### config.mk
export PLATFORM = sky130hd
export DESIGN_NAME = mem_read_server
export DESIGN_NICKNAME = d
export VERILOG_FILES = /design/src/rtl/mannix_mem_pkg.sv /design/src/rtl/mem_read_server.sv
export SDC_FILE = /design/constraint.sdc
export NUM_CORES = 1
export LEC_CHECK = 0
export CAP_MARGIN = 20
export CORE_AREA = 2 2 225 227
export DETAILED_ROUTE_END_ITERATION = 16
export DIE_AREA = 0 0 227 229
export HOLD_SLACK_MARGIN = 0.1
export SYNTH_ARGS = -nofsm -noshare
export SYNTH_HDL_FRONTEND = slang
export SYNTH_SLANG_ARGS = --single-unit
export TNS_END_PERCENT = 100
### constraint.sdc
create_clock -name clk -period 4.8 [get_ports clk]
set_input_delay 0.96 -clock clk [delete_from_list [all_inputs] [get_ports clk]]
set_output_delay 0.96 -clock clk [all_outputs]
set_load 0.02 [all_outputs]
### src/rtl/mannix_mem_pkg.sv
// Shared types and constants for the memory read server: line geometry,
// FSM state encoding and the latched request record.
package mannix_mem_pkg;

  localparam int MEM_WORD_WIDTH = 8;
  localparam int MEM_NUM_WORDS  = 32;
  localparam int MEM_ADDR_WIDTH = 19;
  localparam int LINE_BYTES     = MEM_NUM_WORDS * MEM_WORD_WIDTH / 8;
  localparam int LINE_OFS_W     = $clog2(LINE_BYTES);
  localparam int LINE_ADDR_W    = MEM_ADDR_WIDTH - LINE_OFS_W;
  localparam int LINE_CNT_W     = MEM_ADDR_WIDTH + 1;

  typedef enum logic {
    IDLE = 1'b0,
    READ = 1'b1
  } mem_rd_state_e;

  typedef struct packed {
    logic [LINE_ADDR_W-1:0] line_addr;
    logic [LINE_CNT_W-1:0]  line_cnt;
    logic [LINE_OFS_W-1:0]  last_valid;
  } mem_rd_req_t;

  // Line count uses one extra bit so a maximum-size request cannot overflow.
  function automatic mem_rd_req_t mem_rd_decode(
    input logic [MEM_ADDR_WIDTH-1:0] start_addr,
    input logic [MEM_ADDR_WIDTH-1:0] size_bytes
  );
    mem_rd_req_t           req;
    logic [LINE_CNT_W-1:0] rounded;
    rounded        = {1'b0, size_bytes} + LINE_CNT_W'(LINE_BYTES - 1);
    req.line_addr  = start_addr[MEM_ADDR_WIDTH-1:LINE_OFS_W];
    req.line_cnt   = LINE_CNT_W'(rounded >> LINE_OFS_W);
    req.last_valid = LINE_OFS_W'(size_bytes - MEM_ADDR_WIDTH'(1));
    return req;
  endfunction

endpackage

### src/rtl/mem_read_server.sv
// Streams consecutive SRAM lines back to a read client, one per cycle.
// Optional back-to-back request queueing is enabled by defining MEM_RD_PEND_EN.
module mem_read_server
  import mannix_mem_pkg::*;
#(
  parameter  int WORD_WIDTH        = MEM_WORD_WIDTH,
  parameter  int NUM_WORDS_IN_LINE = MEM_NUM_WORDS,
  parameter  int ADDR_WIDTH        = MEM_ADDR_WIDTH,
  localparam int LB                = NUM_WORDS_IN_LINE * WORD_WIDTH / 8,
  localparam int OFS_W             = $clog2(LB),
  localparam int DATA_W            = NUM_WORDS_IN_LINE * WORD_WIDTH
) (
  input  logic                        clk,
  input  logic                        rst_n,
  input  logic                        mem_req,
  input  logic [ADDR_WIDTH-1:0]       mem_start_addr,
  input  logic [ADDR_WIDTH-1:0]       mem_size_bytes,
  output logic                        mem_valid,
  output logic                        last,
  output logic [DATA_W-1:0]           mem_data,
  output logic [OFS_W-1:0]            mem_last_valid,
  output logic                        sram_cs,
  output logic [ADDR_WIDTH-OFS_W-1:0] sram_addr,
  input  logic [DATA_W-1:0]           sram_rdata
);

  mem_rd_state_e state, state_nxt;
  mem_rd_req_t   cur, cur_nxt;
  logic          req_ok;
  logic          final_rd;
  logic          rd_issued, rd_last;

`ifdef MEM_RD_PEND_EN
  mem_rd_req_t           pend, pend_nxt;
  logic                  pend_vld, pend_vld_nxt;
  logic [LINE_OFS_W-1:0] lv_tail;
`endif

  assign req_ok   = mem_req && (mem_size_bytes != {ADDR_WIDTH{1'b0}});
  assign final_rd = (state == READ) && (cur.line_cnt == LINE_CNT_W'(1));

  // Next-state and next-request computation.
  always_comb begin
    state_nxt = state;
    cur_nxt   = cur;
`ifdef MEM_RD_PEND_EN
    pend_nxt     = pend;
    pend_vld_nxt = pend_vld;
`endif
    case (state)
      IDLE: begin
        if (req_ok) begin
          cur_nxt   = mem_rd_decode(mem_start_addr, mem_size_bytes);
          state_nxt = READ;
        end else begin
          state_nxt = IDLE;
        end
      end
      READ: begin
        cur_nxt.line_addr = cur.line_addr + LINE_ADDR_W'(1);
        cur_nxt.line_cnt  = cur.line_cnt - LINE_CNT_W'(1);
        if (final_rd) begin
`ifdef MEM_RD_PEND_EN
          // Chain straight into the queued (or just-arriving) request.
          if (pend_vld) begin
            cur_nxt      = pend;
            pend_vld_nxt = 1'b0;
          end else if (req_ok) begin
            cur_nxt = mem_rd_decode(mem_start_addr, mem_size_bytes);
          end else begin
            state_nxt = IDLE;
          end
`else
          state_nxt = IDLE;
`endif
        end else begin
`ifdef MEM_RD_PEND_EN
          if (req_ok && !pend_vld) begin
            pend_nxt     = mem_rd_decode(mem_start_addr, mem_size_bytes);
            pend_vld_nxt = 1'b1;
          end else begin
            pend_vld_nxt = pend_vld;
          end
`else
          state_nxt = READ;
`endif
        end
      end
      default: state_nxt = IDLE;
    endcase
  end

  // FSM and request registers.
  always_ff @(posedge clk or negedge rst_n) begin
    if (!rst_n) begin
      state <= IDLE;
      cur   <= {$bits(mem_rd_req_t){1'b0}};
`ifdef MEM_RD_PEND_EN
      pend     <= {$bits(mem_rd_req_t){1'b0}};
      pend_vld <= 1'b0;
`endif
    end else begin
      state <= state_nxt;
      cur   <= cur_nxt;
`ifdef MEM_RD_PEND_EN
      pend     <= pend_nxt;
      pend_vld <= pend_vld_nxt;
`endif
    end
  end

  // Output stage aligned with the SRAM's one-cycle read latency.
  always_ff @(posedge clk or negedge rst_n) begin
    if (!rst_n) begin
      rd_issued <= 1'b0;
      rd_last   <= 1'b0;
`ifdef MEM_RD_PEND_EN
      lv_tail   <= {LINE_OFS_W{1'b0}};
`endif
    end else begin
      rd_issued <= (state == READ);
      rd_last   <= final_rd;
`ifdef MEM_RD_PEND_EN
      lv_tail   <= cur.last_valid;
`endif
    end
  end

  assign sram_cs   = (state == READ);
  assign sram_addr = cur.line_addr;
  assign mem_valid = rd_issued;
  assign last      = rd_last;
  assign mem_data  = rd_issued ? sram_rdata : {DATA_W{1'b0}};

`ifdef MEM_RD_PEND_EN
  // During a final line the active record may already belong to the next transfer.
  assign mem_last_valid = rd_last ? lv_tail : cur.last_valid;
`else
  assign mem_last_valid = cur.last_valid;
`endif

endmodule

### Word level (Yosys, flattened, before mapping)

Cells that the tools add are included.

* register bits after elaboration: 42
* input port bits: 297
* output and inout bits: 278
* word-level logic and storage cells: 23

* add/sub/neg operators: 4
* eq/ne operators: 2
* muxes and demuxes: 6
* bitwise operators: 1
* reductions and logical operators: 4

Operators by type and width (count)
* 256-bit 2-to-1 mux: 1
* 34-bit one-hot mux with 2 select lines: 1
* 39-bit 2-to-1 mux: 1
* 19-bit by 5-bit adder with 20-bit output (second input constant): 1
* 20-bit by 1-bit == test with 1-bit output (second input constant): 1
* 20-bit by 1-bit subtractor with 20-bit output (second input constant): 1
* 19-bit nonzero test: 1
* 14-bit by 1-bit adder with 14-bit output (second input constant): 1
* 5-bit by 1-bit subtractor with 5-bit output (second input constant): 1
* 1-bit logical AND: 2
* 1-bit 2-to-1 mux: 2
* 2-bit inequality test (second input constant): 1
* 1-bit one-hot mux with 2 select lines: 1
* 2-bit AND reduction: 1
* 1-bit inverter: 1

### Depth between registers and ports, before layout

* depth after elaboration: 4
* mapped depth: 8
* depth with buffers taken out: 7

### Worst setup path after synthesis

Ideal clock, no wire load.

* path kind: input to register
* start: input port mem_size_bytes[0]
* end: register cur[8] (netlist bit)
* setup time: 0.120 ns
* data arrival time: 2.301 ns
* required time: 4.680 ns
* path slack: 2.379 ns
* stages on the path: 8
* path buffers: 1
* cells stage by stage: inv_1 -> ha_1 -> or4b_1 -> clkbuf_1 -> nand4_1 -> xor2_1 -> o22ai_1 -> a31o_2

* longest elaborated chain between the ends: 3
* elaborated cells on any way between the ends: 6
* those cells by class: 1 x add/sub; 1 x eq/ne; 2 x mux; 2 x reduce/logical

RTL lines
* from (decl): RTL line mem_read_server.sv:17 `input logic [ADDR_WIDTH-1:0] mem_size_bytes,`
* 19-bit by 5-bit adder with 20-bit output or 19-bit nonzero test (tied branches): RTL line mannix_mem_pkg.sv:31, mem_read_server.sv:39
* 39-bit 2-to-1 mux or 1-bit logical AND (tied branches): RTL line mem_read_server.sv:52, mem_read_server.sv:39
* 34-bit one-hot mux with 2 select lines or 2-bit inequality test (tied branches)
* to (signal assigned): RTL line mem_read_server.sv:97 `cur <= {$bits(mem_rd_req_t){1'b0}};`
* to (signal assigned): RTL line mem_read_server.sv:104 `cur <= cur_nxt;`
* to (decl): RTL line mem_read_server.sv:28 `mem_rd_req_t cur, cur_nxt;`

Several ways; a longest one is shown, not always the timed one. The select of a mux whose other input is x is not followed.
A chain may end at the register's enable or synchronous reset.

### Worst setup path in the final report

* start: register rd_issued (netlist: mem_valid)
* end: output port mem_data[78]

* longest elaborated chain between the ends: 1

RTL lines
* from (decl): RTL line mem_read_server.sv:31 `logic rd_issued, rd_last;`
* from (signal assigned): RTL line mem_read_server.sv:121 `rd_issued <= (state == READ);`
* 256-bit 2-to-1 mux: RTL line mem_read_server.sv:133 `assign mem_data = rd_issued ? sram_rdata : {DATA_W{1'b0}};`
* to (decl): RTL line mem_read_server.sv:20 `output logic [DATA_W-1:0] mem_data,`

No other way between the ends.

==> results.toml <==
[sta]
slew_viol_final = 0
fin_ws_ns = 1.203
finalSetupViolCount = 0
fin_tns_setup_ns = 0
fmaxAchievable_mhz = 278.0
min_period_ns = 3.597
min_period_over_period_pct = 74.93
worst_pin_slew_ns = 0.9772
finClkSkew_ns = 0.009156
finalHoldViolCount = 0
rsz0062_at_grt = "false"
maxSlewHeadroom_pct = 34.54

[yosys]
synth_edf_count = 0
yosysMostFrequentCell = "and2_1"
seq_area_frac_synth_pct = 23.59
yosysUniqueCellTypes = 51
yosys_warnings = 0
synth.net_count = 884
synthesis.area_um2 = 4456
synthArstFlopShare_pct = 100.0
avgSynthCellArea_um2 = 7.656
synthDominantCellAreaShare_pct = 36.37
netlist_top_cells_count = "and2_1, dfrtp_1, clkbuf_1"
netlist_instances = 582
synth_ff_type = "dfrtp_1"
synth_area_leader_cell = "and2_1"
synth-seq-cells = 42
synthTopCellsByArea = "and2_1, dfrtp_1, buf_4"

[cts]
hold_buffers = 0
clock_latency_ns = 0.29
htree_levels = 2
clk_pin_slew_worst_paths_ns = 0.07
numClockSinks = 42
cts-root-buf = "clkbuf_16"
clockBufferDepth = 2
cts_tree = "built"
cts_buffers = 5
postCtsSetupBuffers = 0
ctsResizeCount = 0

[routing]
drt-initial-drc-count = 340
postRouteAntennaNets = 0
drc = 0
post_drt_wl_per_cell_um = 23.90
vias = 6400
routed_wl_um = 42830
viasPerCell = 3.571
firstDrtPassIters = 4

[global_routing]
grt_max_degree = 87
antenna_found_initial = 44
grt_pass1_vias = 6411
grt_first_pass_wirelength_um = 55110
gr-total-overflow = 0
grt_usage_pct = 15.63

[pwr]
p_comb_share_pct = 53.0
vdd_ir_drop_max_mv = 0.1808
p_seq_share_pct = 25.9
power_density_nw_per_um2 = 150.5
clkPwrFrac_pct = 21.1
swShare_pct = 34.60
p_sw_uw = 569.3
cellLeakagePower_nw = 3.940
internal_power_mw = 1.076

[placement]
hpwl_um = 39120
pre_cts_ws_ns = 1.344
io_buffers = 569
place_congestion = 0.9111

[worst_setup_path]
critPathMaxStageDelay_ns = 0.85
required_ns = 3.84
worstPathArrival_ns = 2.64
slowest_stage = "dfrtp_4"
r2r-end = "cur[18]"
crit_fanout = 76
reg2reg_depth = 6
r2r_slack_ns = 2.71
endpoint = "mem_data[78]"
cp-start-kind = "flip-flop"
worstSetupStartpoint = "mem_valid"
r2r-start = "sram_cs"
path_cells = "buf_4, and2_1, clkdlybuf4s50_1"
cp-end-kind = "output port"
path_class = "flip-flop to output port"

[final_layout]
area_delta_synth_final_pct = 145.4
fin_nets = 1410
num-fill-cells = 5490
layout-drive-gt1-share_pct = 2.705

[floorplanning]
dieHeight_um = 229
dieArea_um2 = 51980
fp.coreArea_um2 = 49660
num_rows = 82
ioPinCount = 575
initial_utilization_pct = 8.972
die_w_um = 227

[flow_run]
maxCapViolations = 0

[worst_hold_path]
hold_path.class = "flip-flop to flip-flop"
min-delay-start = "mem_last_valid[3]"
hold_path_depth = 2

[status]
status = "complete, no violations"
## registers in the layout, summed over array words and instances (netlist names)
register,flops
cur,20
last,1
mem_last_valid,5
mem_valid,1
sram_addr,14
sram_cs,1
## how the worst min path moves through the flow
stage	endpoint	slack (ns)
6_report	mem_last_valid[3]	0.49
5_1_grt	mem_last_valid[3]	0.52
3_3_place_gp	mem_last_valid[0]	0.47
4_1_cts	cur[23]	0.50
2_1_floorplan	cur[24]	0.45
3_5_place_dp	mem_last_valid[0]	0.48
## stage by stage
| step | cell area (um2) | std cells | utilization [%] | power [mW] | hold WS (ns) |
|---|---|---|---|---|---|
| finish | 10930 | 1792 | 22.02 | 1.646 | 0.4907 |
| global route | 10930 | 1789 | 22.00 | 1.726 | 0.5206 |
| CTS | 10890 | 1780 | 21.92 | 1.664 | 0.4987 |
| detailed placement | 10740 | 1772 | 21.64 | 1.309 | 0.4794 |
| global placement | 10740 | 1772 | 21.64 | 1.302 | 0.4742 |
| floorplan | 4456 | 582 | - | 0.7434 | 0.4503 |
## layout by cell type (no fill, tap or decap), types with 12 or more instances in the layout
cell,instances
nor3_1,13
nor2_1,14
dfrtp_1,41
mux2i_1,13
and2_1,259
clkdlybuf4s50_1,568
o211ai_1,13
xor2_1,12
o21ai_0,17
nand3_1,26
nand2_1,30
## cells by family after synthesis
family | share of synthesized area, %
compound gates | 9.351
xor+xnor | 3.932
fa+ha+maj | 1.404
buf+inv | 6.908
flops | 23.59
mux | 3.173
simple gates | 51.64
## routing by layer
metal  global-route usage, %  vias up  share of wire [%]
met4                   6.209       18                3.1
met3                   5.760       70                9.3
li1                        -     2993                  -
met5                       0        -               0.27
met2                   27.76      320                 51
met1                   16.63     2999                 37
## power by group through the flow
stage	Combinational [mW]	Clock, mW	Sequential (mW)
after floorplan	0.321	0	0.423
after global placement	0.870	0	0.432
after detailed placement	0.877	0	0.432
after CTS	0.878	0.360	0.426
after global routing	0.923	0.370	0.433
final	0.872	0.347	0.427
## final cells by class
type	instances	area [um2]	area share, %
multi-input combinational	480	3097	28.32
inverter	5	18.77	0.1716
antenna	11	27.53	0.2517
tap	672	840.8	7.690
clock inverter	2	13.76	0.1259
sequential	42	1055	9.646
clock buffer	6	128.9	1.179
timing repair buffer	574	5753	52.61
## critical path, delay by kind of cell (launching register included)
| family | cells | cell delay (ns) |
|---|---|---|
| buffers and inverters | 2 | 1.17 |
| DFF | 1 | 0.85 |
| and+or+nand+nor | 1 | 0.30 |
(Power assumes the default switching activity.)
==> variant 1: new RTL, same flow settings <==
Register the input `mem_req` before use, without a reset. The logic sees it one clock later. The other inputs are not delayed to match.
--- a/src/rtl/mem_read_server.sv
+++ b/src/rtl/mem_read_server.sv
@@ -25,4 +25,10 @@
 );
 
+  logic mem_req_q;
+
+  always_ff @(posedge clk) begin
+    mem_req_q <= mem_req;
+  end
+
   mem_rd_state_e state, state_nxt;
   mem_rd_req_t   cur, cur_nxt;
@@ -37,5 +43,5 @@
 `endif
 
-  assign req_ok   = mem_req && (mem_size_bytes != {ADDR_WIDTH{1'b0}});
+  assign req_ok   = mem_req_q && (mem_size_bytes != {ADDR_WIDTH{1'b0}});
   assign final_rd = (state == READ) && (cur.line_cnt == LINE_CNT_W'(1));
 
Formal check against the unedited RTL: not equivalent (Yosys sat finds a counterexample within 4 cycles, from zero or initial values and one cycle with rst_n low).
==> variant 1 against the unedited design <==
  * Clock skew rose by 0.00071 ns
  * Sequential cell count rose by 1
  * Worst setup slack improved by 0.14 ns
  * Final area rose by 0.25%
  * Via count fell by 3.0%
  * Routed wire length fell by 15%
  * Cell count barely moved
  * Synthesized area rose by 0.45%
  * Power fell by 9.7%
  * Critical path type unchanged
==> variant 1: results (changes against the unedited design) <==
<table>
<tr><th>Metric</th><th>Value</th></tr>
<tr><th colspan="2">Logic synthesis</th></tr>
<tr><td>Syn Nets</td><td>885 (was 884)</td></tr>
<tr><td>Post-synthesis sequential area ratio</td><td>0.239 (was 0.236)</td></tr>
<tr><td>Top cells by area in the synthesized netlist</td><td>and2_1 (36%), dfrtp_1 (23%), buf_4 (3.5%), mux2i_1 (2.9%), nand3_1 (2.9%) (was and2_1 (36%), dfrtp_1 (24%), buf_4 (3.5%), mux2i_1 (2.9%), nand3_1 (2.9%))</td></tr>
<tr><th colspan="2">Timing</th></tr>
<tr><td>Worst hold slack after final layout</td><td>0.488 ns (was 0.491 ns)</td></tr>
<tr><td>Worst-Margin Slew</td><td>0.827 ns (was 0.977 ns)</td></tr>
<tr><td>Clock Skews</td><td>0.00987 ns (was 0.00916 ns)</td></tr>
<tr><th colspan="2">Worst setup path</th></tr>
<tr><td>Max stage delay cell, worst path</td><td>clkdlybuf4s50_1 (was dfrtp_4)</td></tr>
<tr><td>Crit path arrival time</td><td>2.50 ns (was 2.64 ns)</td></tr>
<tr><td>Worst reg2reg setup slack</td><td>2.68 ns (was 2.71 ns)</td></tr>
<tr><td>Slowest cell delay on critical path</td><td>0.78 ns (was 0.85 ns)</td></tr>
<tr><th colspan="2">Cells and area</th></tr>
<tr><td># fillers</td><td>5525 (was 5490)</td></tr>
<tr><td>Non-filler instance count after layout</td><td>1791 (was 1792)</td></tr>
<tr><th colspan="2">Placed design</th></tr>
<tr><td>DP Wirelength</td><td>32800 um (was 39100 um)</td></tr>
<tr><td>Gpl congestion</td><td>0.934 (was 0.911)</td></tr>
<tr><td>Worst slack at placement</td><td>1.42 ns (was 1.34 ns)</td></tr>
<tr><th colspan="2">Power and ir drop</th></tr>
<tr><td>Pwr Density</td><td>136 mW/mm^2 (was 150 mW/mm^2)</td></tr>
<tr><td>Switching share of total power</td><td>0.319 (was 0.346)</td></tr>
<tr><td>Leakage power of the design</td><td>3.95 nW (was 3.94 nW)</td></tr>
<tr><th colspan="2">Routing</th></tr>
<tr><td>Routed WL</td><td>36300 um (was 42800 um)</td></tr>
<tr><td>Number of DRC violations after detailed-routing iteration 0</td><td>252 (was 340)</td></tr>
<tr><td>Via density per instance</td><td>3.47 (was 3.57)</td></tr>
<tr><th colspan="2">Global routing</th></tr>
<tr><td>Total Routing Usage GR</td><td>0.131 (was 0.156)</td></tr>
<tr><td>Via count of the first global-routing pass</td><td>6157 (was 6411)</td></tr>
<tr><td>Largest net degree at the start of global routing</td><td>97 (was 87)</td></tr>
<tr><th colspan="2">Run status</th></tr>
<tr><td>Status</td><td>finished clean (unchanged)</td></tr>
</table>
==> variant 1: changes by cell type in the layout (fill, tap and decap cells not counted) <==
cell,before,now
diode_2,11,8
buf_4,3,4
buf_12,2,1
dfxtp_1,0,1
buf_16,0,1
==> variant 1: cell families after synthesis <==
logic type | count (synthesis) | synth area share
compound gates | 58 | 0.0931
xor+xnor | 20 | 0.0391
simple gates | 383 | 0.514
fa+ha+maj | 5 | 0.0140
buf+inv | 60 | 0.0688
flops | 43 | 0.239
mux | 14 | 0.0316
==> variant 1: area by class of cell <==
class,instances,share of cell area
diodes,8,0.00183
clock buffers,6,0.0118
clock inverters,2,0.00126
inverters,5,0.00171
multi-input cells,480,0.283
flip-flops and latches,43,0.0980
well taps,672,0.0767
repair buffers,575,0.526
==> variant 1: metal layers <==
layer | track usage | vias up | routed length (um)
met5 | 0 | - | 0
met4 | 0.0282 | 0 | 197
met3 | 0.0480 | 15 | 3550
met2 | 0.219 | 266 | 17500
met1 | 0.160 | 2932 | 15100
li1 | - | 2994 | -
==> variant 1: worst max-delay path by stage <==
stage,from,endpoint,slack (ns),depth (start not counted)
2_1_floorplan,mem_size_bytes[0],cur[8],2.38,8
3_3_place_gp,sram_rdata[47],mem_data[47],1.42,3
6_report,mem_valid,mem_data[54],1.34,3
5_1_grt,mem_valid,mem_data[244],1.14,3
3_5_place_dp,sram_rdata[10],mem_data[10],1.42,3
4_1_cts,mem_valid,mem_data[61],1.26,3
==> variant 1: power groups by stage <==
stage / sequential (mW) / combinational (mW) / clock (mW)
after detailed placement: 0.370 / 0.780 / 0
after CTS: 0.363 / 0.783 / 0.363
after global placement: 0.370 / 0.777 / 0
after global routing: 0.363 / 0.822 / 0.371
final: 0.363 / 0.777 / 0.345
after floorplan: 0.370 / 0.252 / 0
==> variant 2: new RTL, config.mk and constraints unchanged <==
Without the edit above. Add a define of `MEM_RD_PEND_EN`.
--- a/src/rtl/mem_read_server.sv
+++ b/src/rtl/mem_read_server.sv
@@ -1,4 +1,6 @@
 // Streams consecutive SRAM lines back to a read client, one per cycle.
 // Optional back-to-back request queueing is enabled by defining MEM_RD_PEND_EN.
+`define MEM_RD_PEND_EN
+
 module mem_read_server
   import mannix_mem_pkg::*;
Check against the original RTL: not equivalent (Yosys sat finds a counterexample within 4 cycles, from zero or initial values and one cycle with rst_n low).
==> variant 2 against the unedited design <==
  * Register-to-register slack worse by 1.1 ns
  * Sequential cell count is 40 higher
  * Routed wire length is 14% higher
  * Final area is 25% higher
  * Worst setup slack worse by 0.051 ns
  * Synthesized area is 57% higher
  * Critical path depth is 4 higher
  * Maximum frequency is 1.4% lower
  * Combinational power is 41% higher
  * Sequential share of layout area is 5.4 points higher
  * Power is 73% higher
  * Critical path type is now primary input to register
  * Largest cell class unchanged
  * Highest routed layer unchanged
==> variant 2: results (changes against the unedited design) <==
<table>
<tr><th>Metric</th><th>Value</th></tr>
<tr><th colspan="2">Power and ir drop</th></tr>
<tr><td>Worst voltage drop across the vdd grid</td><td>0.140 mV (was 0.181 mV)</td></tr>
<tr><th colspan="2">Global routing</th></tr>
<tr><td>Number of antenna violations at the first check in global routing</td><td>12 (was 44)</td></tr>
<tr><td>Largest net degree at the start of global routing</td><td>132 (was 87)</td></tr>
<tr><td>First-pass GRT wire length</td><td>67300 um (was 55100 um)</td></tr>
<tr><td>Total Routing Usage GR</td><td>0.180 (was 0.156)</td></tr>
<tr><th colspan="2">Run status</th></tr>
<tr><td>Status</td><td>finished clean (unchanged)</td></tr>
<tr><th colspan="2">Worst setup path</th></tr>
<tr><td>Crit path arrival time</td><td>3.89 ns (was 2.64 ns)</td></tr>
<tr><td>R2R Path End</td><td>sram_addr[10] (was cur[18])</td></tr>
<tr><td>Slowest cell delay on critical path</td><td>0.71 ns (was 0.85 ns)</td></tr>
<tr><td>Beginning of the worst register-to-register path</td><td>cur[9] (was sram_cs)</td></tr>
<tr><td>CP max FO</td><td>17 (was 76)</td></tr>
<tr><td>Kind of cell with the highest combined delay on the critical path</td><td>compound AO/OA/AOI/OAI gates (was buffers and inverters)</td></tr>
<tr><th colspan="2">Worst hold path</th></tr>
<tr><td>Hold path cells</td><td>0 (was 2)</td></tr>
<tr><td>Worst Hold Path EP</td><td>lv_tail[4] (was mem_last_valid[3])</td></tr>
<tr><th colspan="2">Clock network</th></tr>
<tr><td>H-tree level count</td><td>3 (was 2)</td></tr>
<tr><td>Clock network latency to the later pin of the worst-skew pair</td><td>0.34 ns (was 0.29 ns)</td></tr>
<tr><td>TritonCTS buffer count</td><td>9 (was 5)</td></tr>
<tr><th colspan="2">Logic synthesis</th></tr>
<tr><td>Syn Nets</td><td>1204 (was 884)</td></tr>
<tr><td>Post-synthesis sequential area ratio</td><td>0.293 (was 0.236)</td></tr>
<tr><th colspan="2">Cells and area</th></tr>
<tr><td>Fraction of final layout cells with drive strength greater than 1</td><td>0.0484 (was 0.0271)</td></tr>
<tr><td>Number of flip-flops in the largest register</td><td>34 (was 20)</td></tr>
<tr><td>Largest register by flop count</td><td>pend (was cur)</td></tr>
<tr><td>Nets</td><td>1724 (was 1410)</td></tr>
<tr><th colspan="2">Routing</th></tr>
<tr><td>First drt pass iteration count</td><td>5 (was 4)</td></tr>
<tr><td>Routed WL</td><td>48800 um (was 42800 um)</td></tr>
<tr><td>Via density per instance</td><td>4.25 (was 3.57)</td></tr>
<tr><th colspan="2">Placed design</th></tr>
<tr><td>Gpl congestion</td><td>0.944 (was 0.911)</td></tr>
<tr><td>DP Wirelength</td><td>41800 um (was 39100 um)</td></tr>
<tr><td>Instance area at placement</td><td>0.0133 mm^2 (was 0.0107 mm^2)</td></tr>
<tr><th colspan="2">Timing</th></tr>
<tr><td>Worst hold slack after final layout</td><td>0.404 ns (was 0.491 ns)</td></tr>
<tr><td>Clock Skews</td><td>0.00738 ns (was 0.00916 ns)</td></tr>
</table>
variant 2: changes by cell type after synthesis, moves of 9 or more:
cell,change
nand2_1,+40
o21ai_0,+38
nor2_1,+35
inv_1,+11
a21oi_1,+25
o22ai_1,+9
dfrtp_1,+40
mux2i_1,-13
a31oi_1,+9
and3_1,+9
mux2_2,+19
clkbuf_1,+24
o211ai_1,-10
variant 2: area by class of cell:
class,count,area (um^2),area share
clock buffer,12,256,0.0188
sequential,82,2060,0.150
multi-input combinational,726,4520,0.331
tap,672,841,0.0615
antenna,5,12.5,0.000915
timing repair buffer,587,5890,0.431
inverter,16,60.1,0.00439
clock inverter,2,37.5,0.00274
variant 2: worst max path at each step:
stage | start | to | slack, ns | cells after the start
after global routing | mem_size_bytes[3] | sram_addr[11] | 0.83 | 7
final | mem_size_bytes[3] | sram_addr[11] | 1.15 | 7
after floorplan | mem_size_bytes[0] | cur[12] | 1.96 | 8
after detailed placement | mem_size_bytes[3] | sram_addr[11] | 0.91 | 7
after CTS | mem_valid | mem_data[129] | 1.11 | 3
after global placement | mem_size_bytes[3] | sram_addr[11] | 0.95 | 7
variant 2: logic make-up after synthesis:
group,after synthesis,synth area share
AOI/OAI and AO/OA,185,0.173
xor gates and xnor gates,24,0.0300
adders and majority gates,5,0.00893
buffers and inverters,94,0.0611
DFF,82,0.293
muxes,20,0.0322
and+or+nand+nor,492,0.402
variant 2: per-layer routing:
layer,GRT usage,vias up,share of wire
met5,0,-,0.00055
met4,0.0345,4,0.0082
met3,0.0513,30,0.090
met2,0.283,422,0.46
met1,0.245,4339,0.44
li1,-,4143,-
variant 2: power by group:
group | total [mW] | internal (mW) | switching, mW
Combinational | 1.23 | 0.657 | 0.574
Clock | 0.713 | 0.426 | 0.287
Sequential | 0.897 | 0.768 | 0.129
variant 2: worst register-to-register path: cells and delay by family, from the launching register on:
kind / cells / cell delay (ns)
compound gates: 3 / 1.02
flops: 1 / 0.47
simple gates: 3 / 1.36
buf+inv: 1 / 0.26
variant 2: stage by stage:
step,std cells,worst slack (ns)
6_report,2102,1.15
5_1_grt,2102,0.827
2_1_floorplan,902,1.96
3_5_place_dp,2081,0.907
4_1_cts,2095,1.11
3_3_place_gp,2081,0.949
